==> config.mk <==
export PLATFORM = sky130hd
export DESIGN_NAME = uart_text_rx_flat
export DESIGN_NICKNAME = d
export VERILOG_FILES = /design/src/rtl/uart_text_rx_if.sv /design/src/rtl/uart_text_rx.sv /design/src/flat_wrapper.sv
export SDC_FILE = /design/constraint.sdc
export NUM_CORES = 1
export LEC_CHECK = 0
export CAP_MARGIN = 20
export CORE_MARGIN = 1
export CORE_UTILIZATION = 35
export CTS_CLUSTER_SIZE = 40
export DETAILED_ROUTE_END_ITERATION = 12
export HOLD_SLACK_MARGIN = 0.03
export PLACE_DENSITY = 0.51
export SLEW_MARGIN = 5
export SYNTH_ARGS = -nofsm -noshare
export SYNTH_HDL_FRONTEND = slang
export SYNTH_SLANG_ARGS = --single-unit
export TNS_END_PERCENT = 10
==> constraint.sdc <==
create_clock -name CLK -period 4.8 [get_ports CLK]
set_input_delay 0.72 -clock CLK [delete_from_list [all_inputs] [get_ports CLK]]
set_output_delay 0.72 -clock CLK [all_outputs]
set_load 0.05 [all_outputs]
==> src/rtl/uart_text_rx_if.sv <==
// uart_text_rx_if: received-character bundle from uart_text_rx to its consumer
interface uart_text_rx_if;
  logic [7:0] text;
  logic       text_in;
  logic       frame_err;
  logic       parity_err;
  logic       busy;
  modport master(output text, text_in, frame_err, parity_err, busy);
  modport slave(input text, text_in, frame_err, parity_err, busy);
endinterface

==> src/rtl/uart_text_rx.sv <==
// uart_text_rx: 8N1 UART receiver feeding the text/text_in character stream
// Define UART_RX_PARITY_EN to add an even-parity bit after D7.
module uart_text_rx #(
  parameter int CLKS_PER_BIT = 868,
  parameter int SYNC_STAGES  = 2
) (
  input logic CLK,
  input logic RST,
  input logic rx,
  uart_text_rx_if.master o
);
  localparam int CW = $clog2(CLKS_PER_BIT);
  localparam logic [2:0] IDLE  = 3'd0;
  localparam logic [2:0] START = 3'd1;
  localparam logic [2:0] DATA  = 3'd2;
  localparam logic [2:0] STOP  = 3'd4;
`ifdef UART_RX_PARITY_EN
  localparam logic [2:0] PARITY = 3'd3;
  localparam logic [2:0] AFTER_DATA = PARITY;
`else
  localparam logic [2:0] AFTER_DATA = STOP;
`endif
  logic [SYNC_STAGES-1:0] sync;
  logic [2:0] state;
  logic [CW-1:0] clk_cnt;
  logic [2:0] bit_idx;
  logic [7:0] shift, text;
  logic text_in, frame_err, parity_err, armed, par_bad;
  logic rx_s, bit_end, mid_start, good;
  assign rx_s      = sync[SYNC_STAGES-1];
  assign bit_end   = clk_cnt == CW'(CLKS_PER_BIT - 1);
  assign mid_start = clk_cnt == CW'(CLKS_PER_BIT / 2 - 1);
  assign good      = rx_s && !par_bad;
  assign o.text       = text;
  assign o.text_in    = text_in;
  assign o.frame_err  = frame_err;
  assign o.parity_err = parity_err;
  assign o.busy       = state != IDLE;
`ifndef UART_RX_PARITY_EN
  assign par_bad = 1'b0;
`endif
  always_ff @(posedge CLK or negedge RST) begin
    if (!RST) begin
      sync       <= '1;
      state      <= IDLE;
      clk_cnt    <= '0;
      bit_idx    <= '0;
      shift      <= '0;
      text       <= '0;
      text_in    <= 1'b0;
      frame_err  <= 1'b0;
      parity_err <= 1'b0;
      armed      <= 1'b1;
`ifdef UART_RX_PARITY_EN
      par_bad    <= 1'b0;
`endif
    end else begin
      sync       <= {sync[SYNC_STAGES-2:0], rx};
      text_in    <= 1'b0;
      frame_err  <= 1'b0;
      parity_err <= 1'b0;
      clk_cnt    <= bit_end ? '0 : clk_cnt + 1'b1;
      case (state)
        IDLE: begin
          clk_cnt <= '0;
          // after a broken stop bit the line must go high before a new start counts
          if (rx_s) armed <= 1'b1;
          else if (armed) state <= START;
        end
        START: if (mid_start) begin
          clk_cnt <= '0;
          bit_idx <= '0;
          state   <= rx_s ? IDLE : DATA;
        end
        DATA: if (bit_end) begin
          shift[bit_idx] <= rx_s;
          bit_idx        <= bit_idx + 3'd1;
          if (bit_idx == 3'd7) state <= AFTER_DATA;
        end
`ifdef UART_RX_PARITY_EN
        PARITY: if (bit_end) begin
          par_bad <= (^shift) != rx_s;
          state   <= STOP;
        end
`endif
        STOP: if (bit_end) begin
          state      <= IDLE;
          armed      <= rx_s;
          frame_err  <= !rx_s;
          parity_err <= par_bad;
          text_in    <= good;
          if (good) text <= shift;
        end
        default: state <= IDLE;
      endcase
    end
  end
endmodule

==> src/flat_wrapper.sv <==
// flat-port wrapper written by rule: the top's interface ports become plain ports
module uart_text_rx_flat 
#(
  parameter int CLKS_PER_BIT = 868,
  parameter int SYNC_STAGES  = 2
)
  (CLK, RST, rx, o_text, o_text_in, o_frame_err, o_parity_err, o_busy);
  uart_text_rx_if o_i ();
  input logic CLK;
  input logic RST;
  input logic rx;
  output wire logic [$bits(o_i.text)-1:0] o_text;
  output wire logic [$bits(o_i.text_in)-1:0] o_text_in;
  output wire logic [$bits(o_i.frame_err)-1:0] o_frame_err;
  output wire logic [$bits(o_i.parity_err)-1:0] o_parity_err;
  output wire logic [$bits(o_i.busy)-1:0] o_busy;
  assign o_text = o_i.text;
  assign o_text_in = o_i.text_in;
  assign o_frame_err = o_i.frame_err;
  assign o_parity_err = o_i.parity_err;
  assign o_busy = o_i.busy;
  uart_text_rx #(.CLKS_PER_BIT(CLKS_PER_BIT), .SYNC_STAGES(SYNC_STAGES)) u_core (.CLK(CLK), .RST(RST), .rx(rx), .o(o_i));
endmodule
Word-level counts from Yosys, hierarchy flattened
Index checks and enable logic that the tools add are counted.
{ "totals": {"register_bits": 37, "latch_bits": 0, "ram_bits": 0, "mem_bits_ro": 0, "out_inout_bits": 12, "wordCells": 61, "n_memories": 0} }
{ "classes": {"addsub": 2, "n_mul": 0, "n_div": 0, "order_cmp": 2, "n_eq_ne": 13, "shifts": 0, "n_mux": 24, "n_bitwise": 0, "reduce_logical": 11} }
{ "ops": {"columns": ["operator", "count"], "rows": [
  ["$mux 3", 8],
  ["$mux 10", 2],
  ["$pmux 10 s2", 1],
  ["$ne 2x1->1 const B", 6],
  ["$pmux 3 s4", 1],
  ["$add 10x1->10 const B", 1],
  ["$eq 10x10->1 const B", 1],
  ["$eq 10x9->1 const B", 1],
  ["$reduce_and 3->1", 3],
  ["$bwmux 8", 1],
  ["$mux 1", 7],
  ["$eq 3x3->1 const B", 2],
  ["$pmux 3 s2", 1],
  ["$reduce_and 6->1", 1],
  ["$lt 3x4->1 const B", 1],
  ["$reduce_bool 2->1", 2],
  ["$add 3x1->3 const B", 1],
  ["$demux 1 s3", 1],
  ["$eq 3x1->1 const B", 1],
  ["$eq 3x2->1 const B", 1],
  ["$ge 3x1->1 const B", 1],
  ["$logic_not 3->1", 1],
  ["$reduce_bool 3->1", 1],
  ["$mux 2", 1],
  ["other kinds (5)", 5]
]} }

Longest topological paths before layout
{ "depth": {"word_depth": 5, "mapped_depth": 5, "depth_no_buf": 5} }

Least setup slack after synthesis
OpenSTA, ideal clock, no wires.
{ "synth_timing": {"path_type": "flip-flop to flip-flop", "start": "register u_core.clk_cnt[3]", "end": "register u_core.shift[0]", "setup_time_ns": 0.128, "arrival_time_ns": 1.973, "required_ns": 4.672, "path_slack_ns": 2.700, "stages_incl_launch_ff": 6, "path_buffers": 1, "cell_sequence": "dfrtp_1 or3b_1 buf_6 or4_4 nor4_2 mux2_1"} }
{ "synth_between": {"elab_chain_len": 2} }
{ "synth_rtl": {"columns": ["item", "line_no", "text"], "rows": [
  ["start: declaration", "uart_text_rx.sv:25", "logic [CW-1:0] clk_cnt;"],
  ["start signal: assignment", "uart_text_rx.sv:62", "clk_cnt <= bit_end ? '0 : clk_cnt + 1'b1;"],
  ["$eq 10x10->1", "uart_text_rx.sv:31", "assign bit_end = clk_cnt == CW'(CLKS_PER_BIT - 1);"],
  ["$reduce_and 2->1 (no source line)", null, null],
  ["end signal: indexed assignment", "uart_text_rx.sv:76", "shift[bit_idx] <= rx_s;"],
  ["end: declaration", "uart_text_rx.sv:27", "logic [7:0] shift, text;"]
]} }
No other way between the ends.
A chain may end at the register's enable or synchronous reset.

Final worst setup path
{ "layout_timing": {"start": "register u_core.state[2]", "end": "output port o_busy"} }
{ "layout_between": {"elab_chain_len": 1} }
{ "layout_rtl": {"columns": ["item", "line_no", "text"], "rows": [
  ["start: declaration", "uart_text_rx.sv:24", "logic [2:0] state;"],
  ["start signal: assignment", "uart_text_rx.sv:73", "state <= rx_s ? IDLE : DATA;"],
  ["$reduce_bool 3->1", "uart_text_rx.sv:38", "assign o.busy = state != IDLE;"],
  ["end: declaration", "flat_wrapper.sv:16", "output wire logic [$bits(o_i.busy)-1:0] o_busy;"]
]} }
No other way between the ends.

==> metrics.log <==
[metrics] Post-Synthesis Mean Instance Area: 11.7 um^2
[metrics] post-layout minimum cycle time: 2.65 ns
[metrics] Area contributors post-synth: sky130_fd_sc_hd__dfrtp_1, sky130_fd_sc_hd__mux2_1, sky130_fd_sc_hd__dfstp_2
[metrics] fraction of the mapped netlist area in adder cells: 2.84%
[metrics] Top Ports: 15
[metrics] maxcap violations: 0
[metrics] critical path endpoint category: output pin
[metrics] post-synthesis mux area share: 12.0%
[metrics] worst IR drop on VDD: between 0.15 and 0.2 mV
[metrics] count of final hold-check violations: 0
[metrics] Total Wirelength: 3030 um
[metrics] tightest slew margin relative to the limit: 44.7%
[metrics] number of fillers in the final layout: 472
[metrics] Critical R2R Launch: u_core.clk_cnt[3]
[metrics] area overhead of the layout relative to synthesis: 14.6%
[metrics] DRC violations left: 0
[metrics] hold-fix buffers at CTS: 0
[metrics] post-cts sizing count: 0
[metrics] total of warnings raised by yosys: 0
[metrics] Pins Over Slew Limit: 0
[metrics] Core Area: around 0.0048 mm^2
[metrics] share of synthesized cell area in and, or, nand and nor gates: a little over a fifth
[metrics] setup repair after global routing missed its margin: false
[metrics] PnR Total Power: 649 uW
[metrics] Tcrit/Tclk final: between 50% and 60%
[metrics] Post-Route M1 WL: roughly 1400 um
[metrics] postcts setup bufs: 0
[metrics] worst path setup slack after routing: 2.15 ns
[metrics] library cell occupying the most area in the post-synthesis netlist: sky130_fd_sc_hd__dfrtp_1
[metrics] Final Cell Area: 0.00202 mm^2
[metrics] total number of clock tree sinks: 37
[metrics] type of the worst min-delay path: flop to flop
[metrics] latest clock arrival within the worst-skew pair: approximately 0.29 ns
[metrics] ordered list of cells on the worst path: or3_1 -> clkdlybuf4s50_1
[metrics] site row count: 25
[metrics] minimum setup slack after placement: approximately 2.5 ns
[metrics] Port Buffer Count: 13
[metrics] antenna violations before repair: 0
[metrics] maximum buffer depth of the clock tree: 2
[metrics] First-pass DRT Iterations: 4
[metrics] largest stage delay on the critical path: 0.72 ns
[metrics] number of global-route vias before repair: 1108
[metrics] Setup TNS: 0 ns
[metrics] number of synthesized register bits: 37
[metrics] maximum level of the CTS H-tree: 2
[metrics] routed via count: 1133
[metrics] starting utilization of the core area: 36.8%
[metrics] Die ar.: roughly 0.0053 mm^2
[metrics] worst min-delay path endpoint: u_core.sync[1]
[metrics] worst r2r path cells: 4
[metrics] min-delay src: u_core.sync[0]
[metrics] TritonCTS clock tree: yes
[metrics] number of distinct library cells after synthesis: 38
[metrics] Fin Clk Skew: approximately 0.0061 ns
[metrics] category of the critical setup timing path: flop to output pin
[metrics] setup slack on the worst flop-to-flop path: between 2 and 3 ns
[metrics] placer's final routability congestion estimate: ~0.81
[metrics] fraction of synthesized cell area in xor and xnor cells: 3.98%
[metrics] Antenna Diode Count: 0
[metrics] Hold WS: ~0.36 ns
[metrics] Die Wd: 72.9 um
[metrics] required time of the critical path: 4.08 ns
[metrics] power density over cell area: 322 mW/mm^2
[metrics] vertical die dimension: roughly 73 um
[metrics] top metal layer carrying routed signals: met4
[metrics] syn_nets: about 160
[metrics] total length of routed met2 wires: between 1000 and 1500 um
[metrics] Mapped Cells: 150
[metrics] wire length of the first global-routing pass: between 5000 and 6000 um
[metrics] combinational family with the most area after synthesis: simple AND/OR/NAND/NOR gates
[metrics] met3 wire len: 78 um
[metrics] placed cell areas: 0.00193 mm^2
[metrics] Syn Std Cell Area: 0.00176 mm^2
[metrics] data arrival time of the critical path: 1.93 ns
[metrics] capture point of the worst reg-to-reg path: u_core.shift[4]
[metrics] clk root buf: sky130_fd_sc_hd__clkbuf_8
[metrics] commonest cells after routing, fill and taps aside: sky130_fd_sc_hd__dfrtp_1, sky130_fd_sc_hd__nor2_1, sky130_fd_sc_hd__mux2_1
[metrics] pin slew with the least headroom to its limit: 0.829 ns
[metrics] clock transition at the register clock pins on the worst setup and hold paths after CTS: 0.07 ns
[metrics] part of the Yosys area used for sequential elements: 52.8%
[metrics] highest attainable clock frequency: 377 MHz
[metrics] status: complete, no violations
[metrics] Hold Path Depth: 0
[metrics] wire length per cell: 13.0 um
[metrics] Worst Setup Start Kind: flop
[metrics] overflow left after global routing: 0
[metrics] global-route usage over all layers: roughly an eighth
[metrics] Static Leak: roughly 0.00091 uW
[metrics] total of endpoints with negative setup slack in the final report: 0
[metrics] layout cell share with drive strength beyond 1: 13.3%
[metrics] area fraction in compound gates after synthesis: 3.06%
[metrics] fin nets: 171
[metrics] biggest fanout along the worst timing path: 10
[metrics] Slowest cell on crit path: sky130_fd_sc_hd__clkdlybuf4s50_1
[metrics] largest net degree at the start of global routing: 38
[metrics] most common cell after layout, fill and taps aside: sky130_fd_sc_hd__dfrtp_1
[metrics] mean number of vias per cell: 4.88
[metrics] First DRT Iteration DRCs: 37
[metrics] number of buffers created by CTS: 5
[metrics] remaining antenna violation count: 0
[metrics] estimated wirelength of the detail-placed design: 2060 um
[metrics] share of the synthesized area in the top cell type: 48.3%
logic make-up (layout without fill, tap and decap cells):
| group | count (synthesis) | after routing |
|---|---|---|
| AOI/OAI and AO/OA | 8 | 8 |
| xor gates and xnor gates | 8 | 8 |
| adders and majority gates | 4 | 4 |
| buffers and inverters | 12 | 27 |
| DFF | 37 | 37 |
| muxes | 19 | 19 |
| other | 1 | 1 |
| and+or+nand+nor | 61 | 61 |
worst max-delay path: cells and delay by family, from the launching register on:
family                 cells  cell delay [ns]
DFF                        1             0.48
buffers and inverters      1             0.72
and+or+nand+nor            1             0.45
registers in the layout, summed over array words and instances (netlist names):
name and flops:
u_core.clk_cnt 10, u_core.o.text 8, u_core.shift 8, u_core.bit_idx 3
u_core.state 3, u_core.sync 2, u_core.armed 1, u_core.o.frame_err 1
u_core.o.text_in 1
per-layer routing:
metal	vias to the layer above	GRT usage, %
met1	554	16.5
met3	7	2.90
li1	552	-
met5	-	0
met4	0	7.19
met2	20	21.5
synthesized netlist by cell type:
library cell,count
sky130_fd_sc_hd__nand3_1,4
sky130_fd_sc_hd__nor3_2,1
sky130_fd_sc_hd__nor3b_1,3
sky130_fd_sc_hd__or3b_1,2
sky130_fd_sc_hd__buf_6,1
sky130_fd_sc_hd__nand2_1,6
sky130_fd_sc_hd__mux2i_1,2
sky130_fd_sc_hd__buf_4,1
sky130_fd_sc_hd__nand3b_1,2
sky130_fd_sc_hd__dfrtp_1,34
sky130_fd_sc_hd__nor4b_1,1
sky130_fd_sc_hd__conb_1,1
sky130_fd_sc_hd__xnor2_1,6
sky130_fd_sc_hd__ha_1,4
sky130_fd_sc_hd__o311ai_2,1
sky130_fd_sc_hd__nand4b_1,1
sky130_fd_sc_hd__nor3_1,3
sky130_fd_sc_hd__nor4_2,5
sky130_fd_sc_hd__nand4_2,1
sky130_fd_sc_hd__a21o_1,1
sky130_fd_sc_hd__buf_2,1
sky130_fd_sc_hd__inv_2,1
sky130_fd_sc_hd__or3_1,2
sky130_fd_sc_hd__dfstp_2,3
sky130_fd_sc_hd__nor2_1,19
sky130_fd_sc_hd__or2_2,1
sky130_fd_sc_hd__or4_4,1
sky130_fd_sc_hd__nand4bb_1,1
sky130_fd_sc_hd__xor2_1,2
sky130_fd_sc_hd__a21oi_1,4
sky130_fd_sc_hd__clkbuf_1,3
sky130_fd_sc_hd__o21ai_1,2
sky130_fd_sc_hd__and4b_1,1
sky130_fd_sc_hd__nand4_1,5
sky130_fd_sc_hd__mux2_1,17
sky130_fd_sc_hd__nor4_1,1
sky130_fd_sc_hd__inv_1,5
sky130_fd_sc_hd__and4_1,1
worst max-delay path by stage:
stage	startpoint	to	slack, ns
3_5_place_dp	u_core.state[2]	o_busy	2.46
5_1_grt	u_core.state[2]	o_busy	2.11
4_1_cts	u_core.state[2]	o_busy	2.14
2_1_floorplan	u_core.clk_cnt[3]	u_core.shift[0]	2.70
3_3_place_gp	u_core.state[2]	o_busy	2.49
6_report	u_core.state[2]	o_busy	2.15
layout make-up:
| class | count | area [um^2] | area share (%) |
|---|---|---|---|
| flip-flops and latches | 37 | 930 | 46.1 |
| multi-input cells | 101 | 773 | 38.3 |
| clock buffers | 6 | 72.6 | 3.60 |
| inverters | 6 | 22.5 | 1.12 |
| clock inverters | 2 | 10.0 | 0.496 |
| repair buffers | 13 | 125 | 6.20 |
| well taps | 67 | 83.8 | 4.16 |
report_power, final:
| part | switching (uW) | total (uW) | internal (uW) |
|---|---|---|---|
| Clock | 107 | 208 | 101 |
| Combinational | 45.7 | 76.8 | 31.1 |
| Sequential | 29.5 | 364 | 335 |
through the flow:
stage,cells,utilization (%)
finish,232,42.1
global route,232,42.1
CTS,232,42.1
detailed placement,224,40.4
global placement,224,40.4
floorplan,150,-
Power figures use the tool's default switching activity.
